## config.mk

```make
export PLATFORM = sky130hd
export DESIGN_NAME = approx_mult_pipe_flat
export DESIGN_NICKNAME = d
export VERILOG_FILES = /design/src/rtl/approx_mult_pipe_if.sv /design/src/rtl/approx_mult_pipe.sv /design/src/flat_wrapper.sv
export SDC_FILE = /design/constraint.sdc
export NUM_CORES = 1
export LEC_CHECK = 0
export CORE_UTILIZATION = 35
export CTS_BUF_LIST = sky130_fd_sc_hd__clkbuf_2
export DETAILED_ROUTE_END_ITERATION = 8
export GPL_ROUTABILITY_DRIVEN = 1
export SYNTH_ARGS = -nofsm -noshare
export SYNTH_HDL_FRONTEND = slang
export SYNTH_SLANG_ARGS = --single-unit
```

## constraint.sdc

```tcl
create_clock -name clk -period 1.5 [get_ports clk]
set_input_delay 0.15 -clock clk [delete_from_list [all_inputs] [get_ports clk]]
set_output_delay 0.15 -clock clk [all_outputs]
set_load 0.01 [all_outputs]
```

## src/rtl/approx_mult_pipe_if.sv

```systemverilog
// approx_mult_pipe_if: operand/result handshake bundle for approx_mult_pipe
interface approx_mult_pipe_if #(parameter int W = 8);
  logic           in_valid;
  logic           in_ready;
  logic [W-1:0]   in_x;
  logic [W-1:0]   in_y;
  logic           in_exact;
  logic           out_valid;
  logic           out_ready;
  logic [2*W-1:0] out_z;
  logic           busy;
  modport master (
    output in_valid, in_x, in_y, in_exact, out_ready,
    input  in_ready, out_valid, out_z, busy
  );
  modport slave (
    input  in_valid, in_x, in_y, in_exact, out_ready,
    output in_ready, out_valid, out_z, busy
  );
endinterface

```

## src/rtl/approx_mult_pipe.sv

```systemverilog
// approx_mult_pipe: elastic pipelined unsigned row-truncated approximate multiplier (W x W -> 2W).
// Defining APPROX_BIAS_EN adds a saturating 1<<(W-2) bias in approximate mode.
module approx_mult_pipe #(
  parameter int W      = 8,
  parameter int L      = 4,
  parameter int STAGES = 2
) (
  input logic             clk,
  input logic             rst_n,
  approx_mult_pipe_if.slave io
);
  localparam int ZW = 2 * W;
  logic [ZW-1:0]     w_exact, w_h, w_a, w_z;
  logic [STAGES-1:0] w_adv, r_v;
  logic [ZW-1:0]     r_z [STAGES];
  always_comb begin
    w_exact = {{W{1'b0}}, io.in_x} * {{W{1'b0}}, io.in_y};
    w_h = ({{W{1'b0}}, io.in_y} * {{(W+L){1'b0}}, io.in_x[W-1:L]}) << L;
    w_a = '0;
    for (int i = 0; i < L; i++)
      for (int j = 0; j < W; j++)
        if (i + j >= W - 1 && io.in_x[i] && io.in_y[j]) w_a = w_a + (ZW'(1) << (i + j));
  end
`ifdef APPROX_BIAS_EN
  logic [ZW:0] w_sum;
  always_comb begin
    w_sum = {1'b0, w_h} + {1'b0, w_a} +
            ((|io.in_x[L-1:0] && |io.in_y) ? ((ZW+1)'(1) << (W - 2)) : {(ZW+1){1'b0}});
    w_z = io.in_exact ? w_exact : (w_sum[ZW] ? {ZW{1'b1}} : w_sum[ZW-1:0]);
  end
`else
  assign w_z = io.in_exact ? w_exact : w_h + w_a;
`endif
  // a stage may move when any stage at or beyond it is empty, or the consumer takes the last one
  for (genvar k = 0; k < STAGES; k++) begin : g_adv
    assign w_adv[k] = io.out_ready | ~&r_v[STAGES-1:k];
  end
  always_ff @(posedge clk or negedge rst_n) begin
    if (!rst_n) begin
      r_v <= '0;
      for (int k = 0; k < STAGES; k++) r_z[k] <= '0;
    end else begin
      if (w_adv[0]) begin
        r_v[0] <= io.in_valid;
        if (io.in_valid) r_z[0] <= w_z;
      end
      for (int k = 1; k < STAGES; k++)
        if (w_adv[k]) begin
          r_v[k] <= r_v[k-1];
          if (r_v[k-1]) r_z[k] <= r_z[k-1];
        end
    end
  end
  assign io.in_ready  = w_adv[0];
  assign io.out_valid = r_v[STAGES-1];
  assign io.out_z     = r_z[STAGES-1];
  assign io.busy      = |r_v;
endmodule

```

## src/flat_wrapper.sv

```systemverilog
// flat-port wrapper written by rule: the top's interface ports become plain ports
module approx_mult_pipe_flat 
#(
  parameter int W      = 8,
  parameter int L      = 4,
  parameter int STAGES = 2
)
  (clk, rst_n, io_in_valid, io_in_x, io_in_y, io_in_exact, io_out_ready, io_in_ready, io_out_valid, io_out_z, io_busy);
  approx_mult_pipe_if #(.W(W)) io_i ();
  input logic clk;
  input logic rst_n;
  input wire logic [$bits(io_i.in_valid)-1:0] io_in_valid;
  input wire logic [$bits(io_i.in_x)-1:0] io_in_x;
  input wire logic [$bits(io_i.in_y)-1:0] io_in_y;
  input wire logic [$bits(io_i.in_exact)-1:0] io_in_exact;
  input wire logic [$bits(io_i.out_ready)-1:0] io_out_ready;
  output wire logic [$bits(io_i.in_ready)-1:0] io_in_ready;
  output wire logic [$bits(io_i.out_valid)-1:0] io_out_valid;
  output wire logic [$bits(io_i.out_z)-1:0] io_out_z;
  output wire logic [$bits(io_i.busy)-1:0] io_busy;
  assign io_i.in_valid = io_in_valid;
  assign io_i.in_x = io_in_x;
  assign io_i.in_y = io_in_y;
  assign io_i.in_exact = io_in_exact;
  assign io_i.out_ready = io_out_ready;
  assign io_in_ready = io_i.in_ready;
  assign io_out_valid = io_i.out_valid;
  assign io_out_z = io_i.out_z;
  assign io_busy = io_i.busy;
  approx_mult_pipe #(.W(W), .L(L), .STAGES(STAGES)) u_core (.clk(clk), .rst_n(rst_n), .io(io_i));
endmodule
```

Word-level counts from Yosys, hierarchy flattened. Cells that the tools add are included.

Bits of input ports: 21. Register bits after elaboration: 34. Output and inout bits: 19.

Reductions and logical operators: 16. Bitwise gates (word level): 2. Add/sub/neg operators: 10. Mux-type cells: 11. $mul: 2.

Operators with widths (count): 16-bit 2-to-1 mux (10); 16-bit by 8-bit adder with 16-bit output, second input constant (3); 16-bit by 9-bit adder with 16-bit output, second input constant (3); 16-bit by 10-bit adder with 16-bit output, second input constant (2); 16-bit by 11-bit adder with 16-bit output, second input constant (1); 16-bit adder (1); 8-bit by 8-bit multiplier with 16-bit output (1); 8-bit by 4-bit multiplier with 12-bit output (1); 1-bit logical AND (10); 8-bit 2-to-1 mux (1); 2-bit AND reduction (3); 1-bit logical NOT (2); 1-bit OR (2); 2-bit OR reduction (1).

Logic depth before layout (Yosys ltp). Gate-level depths: netlist of run 1.

Depth in word-level cells: 22. Mapped depth: 33. Depth with buffers taken out: 32.

Least setup slack after synthesis of run 1. Ideal clock, no wire load.

Kind: input-to-reg. Start point: in io_in_y[6]. End point: reg u_core.r_z[31] (netlist name). Setup slack: -4.853 ns. Stages: 33. Data required time: 1.374 ns. Arrival: 6.227 ns. Path through: clkbuf_1 and2_1 ha_1 inv_1 fa_1 nand3b_1 o31a_1 inv_1 ha_1 and3_1 or4_4 nand2_1 ha_1 nor2_1 a31oi_2 xnor2_1 xnor2_1 inv_1 ha_1 and3_1 xnor2_1 ha_1 mux2_2 ha_1 inv_1 a21oi_1 o21ai_0 nand2b_1 a21o_1 a21oi_1 xor2_1 xnor2_1 a221o_1.

Longest elaborated chain between the ends: 20. Elaborated cells on any way between the ends: 24. Classes of those cells: add/sub (9); mul (2); mux (10); reduce/logical (3).

RTL lines: from (decl) (line flat_wrapper.sv:14) `input wire logic [$bits(io_i.in_y)-1:0] io_in_y;`; 1-bit logical AND (line approx_mult_pipe.sv:22) `if (i + j >= W - 1 && io.in_x[i] && io.in_y[j]) w_a = w_a + (ZW'(1) << (i + j));`; 16-bit 2-to-1 mux (line approx_mult_pipe.sv:22); 16-bit by 9-bit adder with 16-bit output (line approx_mult_pipe.sv:22); 16-bit 2-to-1 mux (line approx_mult_pipe.sv:22); 16-bit by 8-bit adder with 16-bit output (line approx_mult_pipe.sv:22); 16-bit 2-to-1 mux (line approx_mult_pipe.sv:22); 16-bit by 9-bit adder with 16-bit output (line approx_mult_pipe.sv:22); 16-bit 2-to-1 mux (line approx_mult_pipe.sv:22); [4 not listed]; 16-bit by 9-bit adder with 16-bit output (line approx_mult_pipe.sv:22); 16-bit 2-to-1 mux (line approx_mult_pipe.sv:22); 16-bit by 10-bit adder with 16-bit output (line approx_mult_pipe.sv:22); 16-bit 2-to-1 mux (line approx_mult_pipe.sv:22); 16-bit by 11-bit adder with 16-bit output (line approx_mult_pipe.sv:22); 16-bit 2-to-1 mux (line approx_mult_pipe.sv:22); 16-bit adder (line approx_mult_pipe.sv:32) `assign w_z = io.in_exact ? w_exact : w_h + w_a;`; 16-bit 2-to-1 mux * (line approx_mult_pipe.sv:32); to (signal, indexed assignment) (line approx_mult_pipe.sv:50) `if (r_v[k-1]) r_z[k] <= r_z[k-1];`; to (decl) (line approx_mult_pipe.sv:15) `logic [ZW-1:0] r_z [STAGES];`.

Every way passes the cells marked *; elsewhere a longest branch is shown, timed or not. A chain may end at the register's enable or synchronous reset.

Worst setup path after layout of run 1.
Start point: in io_in_y[7]. End point: reg u_core.r_z[31] (netlist name).

Longest elaborated chain between the ends: 22. Elaborated cells on any way between the ends: 27. Classes of those cells: add/sub (10); mul (2); mux (11); reduce/logical (4).

RTL lines (line): 1-bit logical AND (approx_mult_pipe.sv:22); 8-bit 2-to-1 mux (approx_mult_pipe.sv:22); 16-bit by 8-bit adder with 16-bit output (approx_mult_pipe.sv:22); 16-bit 2-to-1 mux (approx_mult_pipe.sv:22); 16-bit by 9-bit adder with 16-bit output (approx_mult_pipe.sv:22); 16-bit 2-to-1 mux (approx_mult_pipe.sv:22); 16-bit by 8-bit adder with 16-bit output (approx_mult_pipe.sv:22); 16-bit 2-to-1 mux (approx_mult_pipe.sv:22); [6 not listed]; 16-bit by 9-bit adder with 16-bit output (approx_mult_pipe.sv:22); 16-bit 2-to-1 mux (approx_mult_pipe.sv:22); 16-bit by 10-bit adder with 16-bit output (approx_mult_pipe.sv:22); 16-bit 2-to-1 mux (approx_mult_pipe.sv:22); 16-bit by 11-bit adder with 16-bit output (approx_mult_pipe.sv:22); 16-bit 2-to-1 mux (approx_mult_pipe.sv:22); 16-bit adder (approx_mult_pipe.sv:32); 16-bit 2-to-1 mux * (approx_mult_pipe.sv:32).

Marks and branches as above.

==> summary.md, run 1 <==
| Metric | Value |
|---|---|
| Placed cell count | 914 |
| Setup Viol. Count Final | 14 |
| Initial Util | 36.0% |
| Clk sinks | 34 |
| Proportion of power drawn by the clock network | 5.0% |
| M1 GR Usage | 19.7% |
| Worst setup path class | in -> reg |
| Primary flip-flop cell chosen by synthesis mapping | dfrtp_1 |
| Layout cells sized above 1 | 39.7% |
| Worst reg2reg startpoint | u_core.r_v[0] |
| Clk_lat worst skew | 0.37 ns |
| Min Hold Slack | 0.160 ns |
| Combinational share of power | 77.5% |
| RSZ-0062 raised after global routing | yes |
| Leakage component of the power | 0.00382 uW |
| Horizontal die dimension | 125 um |
| Post-Syn Area per Cell | 8.97 sq um |
| CP Data Required Time | 1.77 ns |
| Main area contributors after synthesis | fa_1 18%, dfrtp_1 16%, ha_1 16% |
| Tcrit/Tclk final | 361% |
| Top-Level Pins | 40 |
| Crit path capture type | flop |
| Final number of max-transition violations | 0 |
| Worst Tran Pin Value | 0.423 ns |
| Number of cells in the finished layout apart from fillers | 942 |
| Clk slew on worst S/H paths | 0.17 ns |
| End of the worst register-to-register path | u_core.r_z[30] |
| Top cell by count, worst path | ha_4 |
| Via count | 4590 |
| Cell internal pwr | 4800 uW |
| Floorplan Core Area | 14600 sq um |
| Combined area of all synthesized cells | 5250 sq um |
| Post-detail-place hpwl | 10900 um |
| Critical-path maximum fanout | 3 |
| Number of antenna cells inserted | 0 |
| Max_slew headroom | 71.8% |
| Largest buffer count on any clock path | 2 |
| Setup Skew | 0.00985 ns |
| Post-synth EDFFs | 0 |
| Number of cells on the worst reg-to-reg path | 5 |
| Met2 Usage GRT | 31.5% |
| CP startpoint kind | primary input |
| DR vias/cell | 4.87 |
| Initial detailed-routing violation count | 143 |
| Met3 Resource Use GR | 1.25% |
| PD cells | 1060 nW/um^2 |
| Worst setup slack after placement | -4.87 ns |
| Remaining global-route overflow | 0 |
| Share of synthesized registers carrying an async set or reset | 100% |
| Floorplan die area | 15500 sq um |
| Mapped Cells | 586 |
| Number of failing hold endpoints at the final stage | 0 |
| Residual antenna-violating net count after detailed routing | 0 |
| Switching share of power | 40.1% |
| P_sw | 3210 uW |
| Nets in the synthesized netlist | 722 |
| Wire length of the first global-routing pass | 21300 um |
| Setup slack of the most critical reg-to-reg path | 0.14 ns |
| Critical Path Slowest Stage Cell | fa_1 |
| Length of the first detailed-routing pass in iterations | 4 |
| Number of unique standard cell types used by synthesis | 56 |
| Min-Delay Path Class | in -> async |
| Die Span Y | 125 um |
| Detailed-route wire length per cell | 13.5 um |
| Vias in the first global route | 4730 |
| Post-route worst setup slack | -3.91 ns |
| VDD IR max | 0.000436 V |
| Synthesized flop and latch total | 34 |
| CTS H-tree depth | 2 |
| CTS tree | yes |
| Utilization after layout | 51.8% |
| Root buffer cell | clkbuf_2 |
| Std-Cell Rows | 44 |
| Overall global routing resource usage | 16.4% |
| CP arrival | 5.68 ns |
| Net count of the finished layout | 893 |
| Most congested layer reported by global routing | met2 |
| Final GP Congestion | 0.822 |
| Number of antenna violations at the first check in global routing | 0 |
| Stage delay of the slowest cell on the critical path | 0.50 ns |
| Number of buffers created by CTS | 5 |
| Shortest clock period the worst path allows after layout | 5.41 ns |
| # port buffers | 39 |
| Biggest area consumer among synthesized cells | fa_1 |
| Max Cap Violations | 0 |
| Final wirelength | 12700 um |
| Reg power frac | 17.5% |
| Portion of synthesized cell area occupied by the leading cell type | 17.9% |
| Status | finished, violations left |
| Highest attainable clock frequency | 0.185 GHz |
| Failing checks | setup timing |
| Warning count from the yosys run | 0 |
| Sequential-to-total area share from yosys stat | 16.2% |
| Area growth from synthesis to final layout | 43.9% |
| Largest net degree at the start of global routing | 35 |
| Remaining routing DRC violations | 0 |
-- what timing repair did --
action | 4_1_cts | 5_1_grt
gates cloned | 0 | 0
hold endpoints to repair | 0 | 0
resized for setup | 110 | 45
hold buffers | 0 | 0
setup endpoints to repair | 17 | 26
buffers inserted | 19 | 11
pin swaps | 70 | 38
-- through the flow --
stage / power (uW) / setup TNS, ns / area (sq um)
5_1_grt: 8740 / -33.58 / 7560
4_1_cts: 7600 / -31.65 / 7350
3_3_place_gp: 6620 / -43.01 / 6990
3_5_place_dp: 6720 / -43.98 / 6990
6_report: 8010 / -31.89 / 7560
2_1_floorplan: 4840 / -33.43 / 5540
-- kinds of logic (layout without fill, tap and decap cells) --
kind of cell | count (synthesis) | in the layout | share of synthesized area (%)
AO/OA/AOI/OAI | 94 | 94 | 12.3
XOR/XNOR | 35 | 35 | 6.12
adder cells (fa/ha/maj) | 115 | 115 | 34.1
buffers and inverters | 109 | 281 | 9.15
flip-flops | 34 | 34 | 16.2
multiplexers | 22 | 22 | 4.62
AND/OR/NAND/NOR | 177 | 177 | 17.5
-- layer usage --
| layer | routed length [um] | vias up |
|---|---|---|
| li1 | - | 2271 |
| met1 | 5560 | 2251 |
| met2 | 6750 | 48 |
| met3 | 204 | 20 |
| met4 | 214 | 0 |
| met5 | 0 | - |
-- critical path, delay by kind of cell --
kind                       cells  cell delay [ns]
and+or+nand+nor                8             1.36
xor gates and xnor gates       5             0.79
AOI/OAI and AO/OA              7             1.00
adders and majority gates      7             1.79
muxes                          1             0.29
buffers and inverters          5             0.30
-- worst max path at each step --
| stage | startpoint | end | slack [ns] | depth (start not counted) |
|---|---|---|---|---|
| 2_1_floorplan | io_in_y[6] | u_core.r_z[31] | -4.37 | 33 |
| 3_5_place_dp | io_in_x[0] | u_core.r_z[31] | -4.87 | 33 |
| 4_1_cts | io_in_y[7] | u_core.r_z[31] | -4.01 | 33 |
| 5_1_grt | io_in_y[7] | u_core.r_z[31] | -4.14 | 33 |
| 3_3_place_gp | io_in_x[0] | u_core.r_z[31] | -4.76 | 33 |
| 6_report | io_in_y[7] | u_core.r_z[31] | -3.91 | 33 |
-- cell type report --
type                       count  area (sq um)
tap                          184           230
timing repair buffer         192          1640
sequential                    34           851
multi-input combinational    443          4500
clock inverter                 3          16.3
inverter                      81           307
fill                        1298          7030
clock buffer                   5          25.0
-- cell usage in the layout (no fill, tap or decap), drive strengths merged, types with 3 or more instances in the layout --
cell type | Yosys | final
buf | 18 | 161
mux2i | 4 | 4
and2 | 43 | 43
xnor2 | 29 | 29
mux2 | 18 | 18
a21oi | 30 | 30
a21o | 6 | 6
xor2 | 6 | 6
dlymetal6s2s | 0 | 8
nand2b | 6 | 6
o21bai | 4 | 4
fa | 47 | 47
nand4 | 3 | 3
nor2 | 24 | 24
clkdlybuf4s15 | 0 | 3
nand3b | 3 | 3
o21ai | 32 | 32
nor2b | 5 | 5
clkdlybuf4s50 | 0 | 13
ha | 68 | 68
and3 | 5 | 5
nand3 | 11 | 11
or3 | 3 | 3
inv | 81 | 81
nor3 | 9 | 9
dfrtp | 34 | 34
nand2 | 57 | 57
dlygate4sd2 | 0 | 5
clkbuf | 10 | 7
-- sequential cells by signal (all words and copies together), names as in the netlist --
name,flops
u_core.io.out_z,16
u_core.r_v,2
u_core.r_z,16
-- cell usage after synthesis, drive strengths merged (5+ instances only) --
| master | count |
|---|---|
| and3 | 5 |
| o21ai | 32 |
| fa | 47 |
| a21o | 6 |
| xor2 | 6 |
| nor2b | 5 |
| nor3 | 9 |
| clkbuf | 10 |
| dfrtp | 34 |
| and2 | 43 |
| mux2 | 18 |
| nor2 | 24 |
| buf | 18 |
| xnor2 | 29 |
| nand2b | 6 |
| inv | 81 |
| nand3 | 11 |
| ha | 68 |
| a21oi | 30 |
| nand2 | 57 |
-- power groups by stage --
stage	sequential, uW	clock (uW)	combinational, uW
3_3_place_gp	1420	0	5210
3_5_place_dp	1440	0	5290
2_1_floorplan	1370	0	3470
5_1_grt	1440	458	6840
4_1_cts	1410	427	5760
6_report	1400	403	6210
(Power assumes the default switching activity.)
==> run 2: changes to the inputs <==
Settings changed: PLACE_DENSITY set to 0.57.
==> summary.md, run 2 (synthesized netlist as in run 1, its figures left out) <==
| Metric | Value |
|---|---|
| Setup Skew | 0.0144 ns |
| Area growth from synthesis to final layout | 47.2% |
| CP startpoint kind | primary input |
| VDD IR max | 0.000454 V |
| Final wirelength | 13600 um |
| Largest buffer count on any clock path | 2 |
| Worst setup path class | in -> reg |
| Critical Path Slowest Stage Cell | or4_4 |
| Top-Level Pins | 40 |
| Layout cells sized above 1 | 40.9% |
| CTS tree | yes |
| Leakage component of the power | 0.00395 uW |
| Commonest non-fill, non-tap cell in the layout | buf_4 |
| Min-Delay Path Class | in -> reg |
| Floorplan Core Area | 14600 sq um |
| # port buffers | 39 |
| Die Span Y | 125 um |
| Tcrit/Tclk final | 369% |
| Length of the first detailed-routing pass in iterations | 4 |
| CP Data Required Time | 1.77 ns |
| Initial Util | 36.0% |
| RSZ-0062 raised after global routing | yes |
| Post-detail-place hpwl | 11300 um |
| Met2 Usage GRT | 33.3% |
| Utilization after layout | 53.0% |
| Detailed-route wire length per cell | 14.2 um |
| Clk sinks | 34 |
| Status | finished, violations left |
| M1 GR Usage | 21.3% |
| Worst hold start | io_in_x[0] |
| Horizontal die dimension | 125 um |
| Number of antenna cells inserted | 0 |
| Clk slew on worst S/H paths | 0.18 ns |
| Net count of the finished layout | 907 |
| Floorplan die area | 15500 sq um |
| Initial detailed-routing violation count | 114 |
| Std-Cell Rows | 44 |
| CTS Hold Bufs | 0 |
| DR vias/cell | 4.86 |
| Post-route worst setup slack | -4.04 ns |
| Final GP Congestion | 0.842 |
| Residual antenna-violating net count after detailed routing | 0 |
| Via count | 4650 |
| Setup slack of the most critical reg-to-reg path | 0.09 ns |
| Number of buffers created by CTS | 5 |
| Most congested layer reported by global routing | met2 |
| PD cells | 1060 nW/um^2 |
| Number of antenna violations at the first check in global routing | 0 |
| Max Cap Violations | 0 |
| Failing checks | setup timing |
| Highest attainable clock frequency | 0.181 GHz |
| Critical-path maximum fanout | 3 |
| Setup TNS | -32.62 ns |
| Clk_lat worst skew | 0.37 ns |
| CP arrival | 5.81 ns |
| Vias in the first global route | 5009 |
| Setup Viol. Count Final | 13 |
| Overall global routing resource usage | 17.6% |
| Crit path capture type | flop |
| Max_slew headroom | 72.0% |
| Layout filler cell count | 1315 |
| Shortest clock period the worst path allows after layout | 5.54 ns |
| Remaining global-route overflow | 0 |
| Met3 Resource Use GR | 1.68% |
| Largest net degree at the start of global routing | 35 |
| Final number of max-transition violations | 0 |
| Most used cells in the layout excluding fill and tap cells | 144 x buf_4, 67 x inv_1, 49 x ha_1 |
| CTS H-tree depth | 2 |
| Stage delay of the slowest cell on the critical path | 0.53 ns |
| Root buffer cell | clkbuf_2 |
| Top cell by count, worst path | ha_4 |
| Number of failing hold endpoints at the final stage | 0 |
| Worst Tran Pin Value | 0.420 ns |
| Wire length of the first global-routing pass | 22800 um |
| Remaining routing DRC violations | 0 |
| Critical path launch point | io_in_y[7] |
| Worst reg2reg startpoint | u_core.r_v[0] |
==> run 2: through the flow <==
stage	area, sq um	instances	hold slack [ns]	power (uW)	worst slack [ns]
final	7730	956	0.144	8230	-4.04
after global routing	7730	956	0.122	9010	-4.25
after CTS	7460	949	0.160	7880	-4.03
after detailed placement	7060	924	0.474	6830	-4.94
after global placement	7060	924	0.465	6680	-4.79
after floorplan	5540	586	-0.146	4840	-4.37
==> run 2: path summary, 6_finish.rpt <==
path / endpoint / cells past startpoint
setup reg to reg: u_core.r_z[30] / 6
max in group asynchronous: u_core.r_z[24] / 2
hold / removal: u_core.r_z[16] / 4
min in group asynchronous: u_core.io.out_z[3] / 2
hold reg to reg: u_core.r_z[22] / 2
setup / recovery: u_core.r_z[30] / 33
==> run 2: critical path: cells and delay by family <==
family          cells  cell delay, ns
compound gates      5            0.84
mux                 1            0.29
fa+ha+maj           7            1.73
xor+xnor            4            0.63
buf+inv             7            0.61
simple gates        9            1.57
==> run 2: layer usage <==
layer	part of all wire, %	up-vias	wire length [um]
li1	-	2300	-
met5	0	-	0
met4	1.9	0	261
met3	1.9	23	257
met2	54	58	7330
met1	42	2269	5720
==> run 2: power by group <==
group          internal, uW  leakage [uW]  switching [uW]  total, uW
clock                   277     0.0000427             308        585
sequential             1240      0.000427             162       1400
combinational          3490       0.00348            2760       6250
==> run 2: what timing repair did <==
| item | CTS | global route |
|---|---|---|
| gates resized for setup | 111 | 65 |
| pin swaps | 70 | 43 |
| setup endpoints to repair | 16 | 26 |
| buffers inserted | 23 | 11 |
==> run 2: area by class of cell <==
cell class              instances  area [sq um]  area share (%)
clock buffers                   5          25.0           0.324
flip-flops and latches         34           851            11.0
repair buffers                206          1770            22.9
multi-input cells             443          4510            58.4
inverters                      81           304            3.93
clock inverters                 3          40.0           0.518
well taps                     184           230            2.98
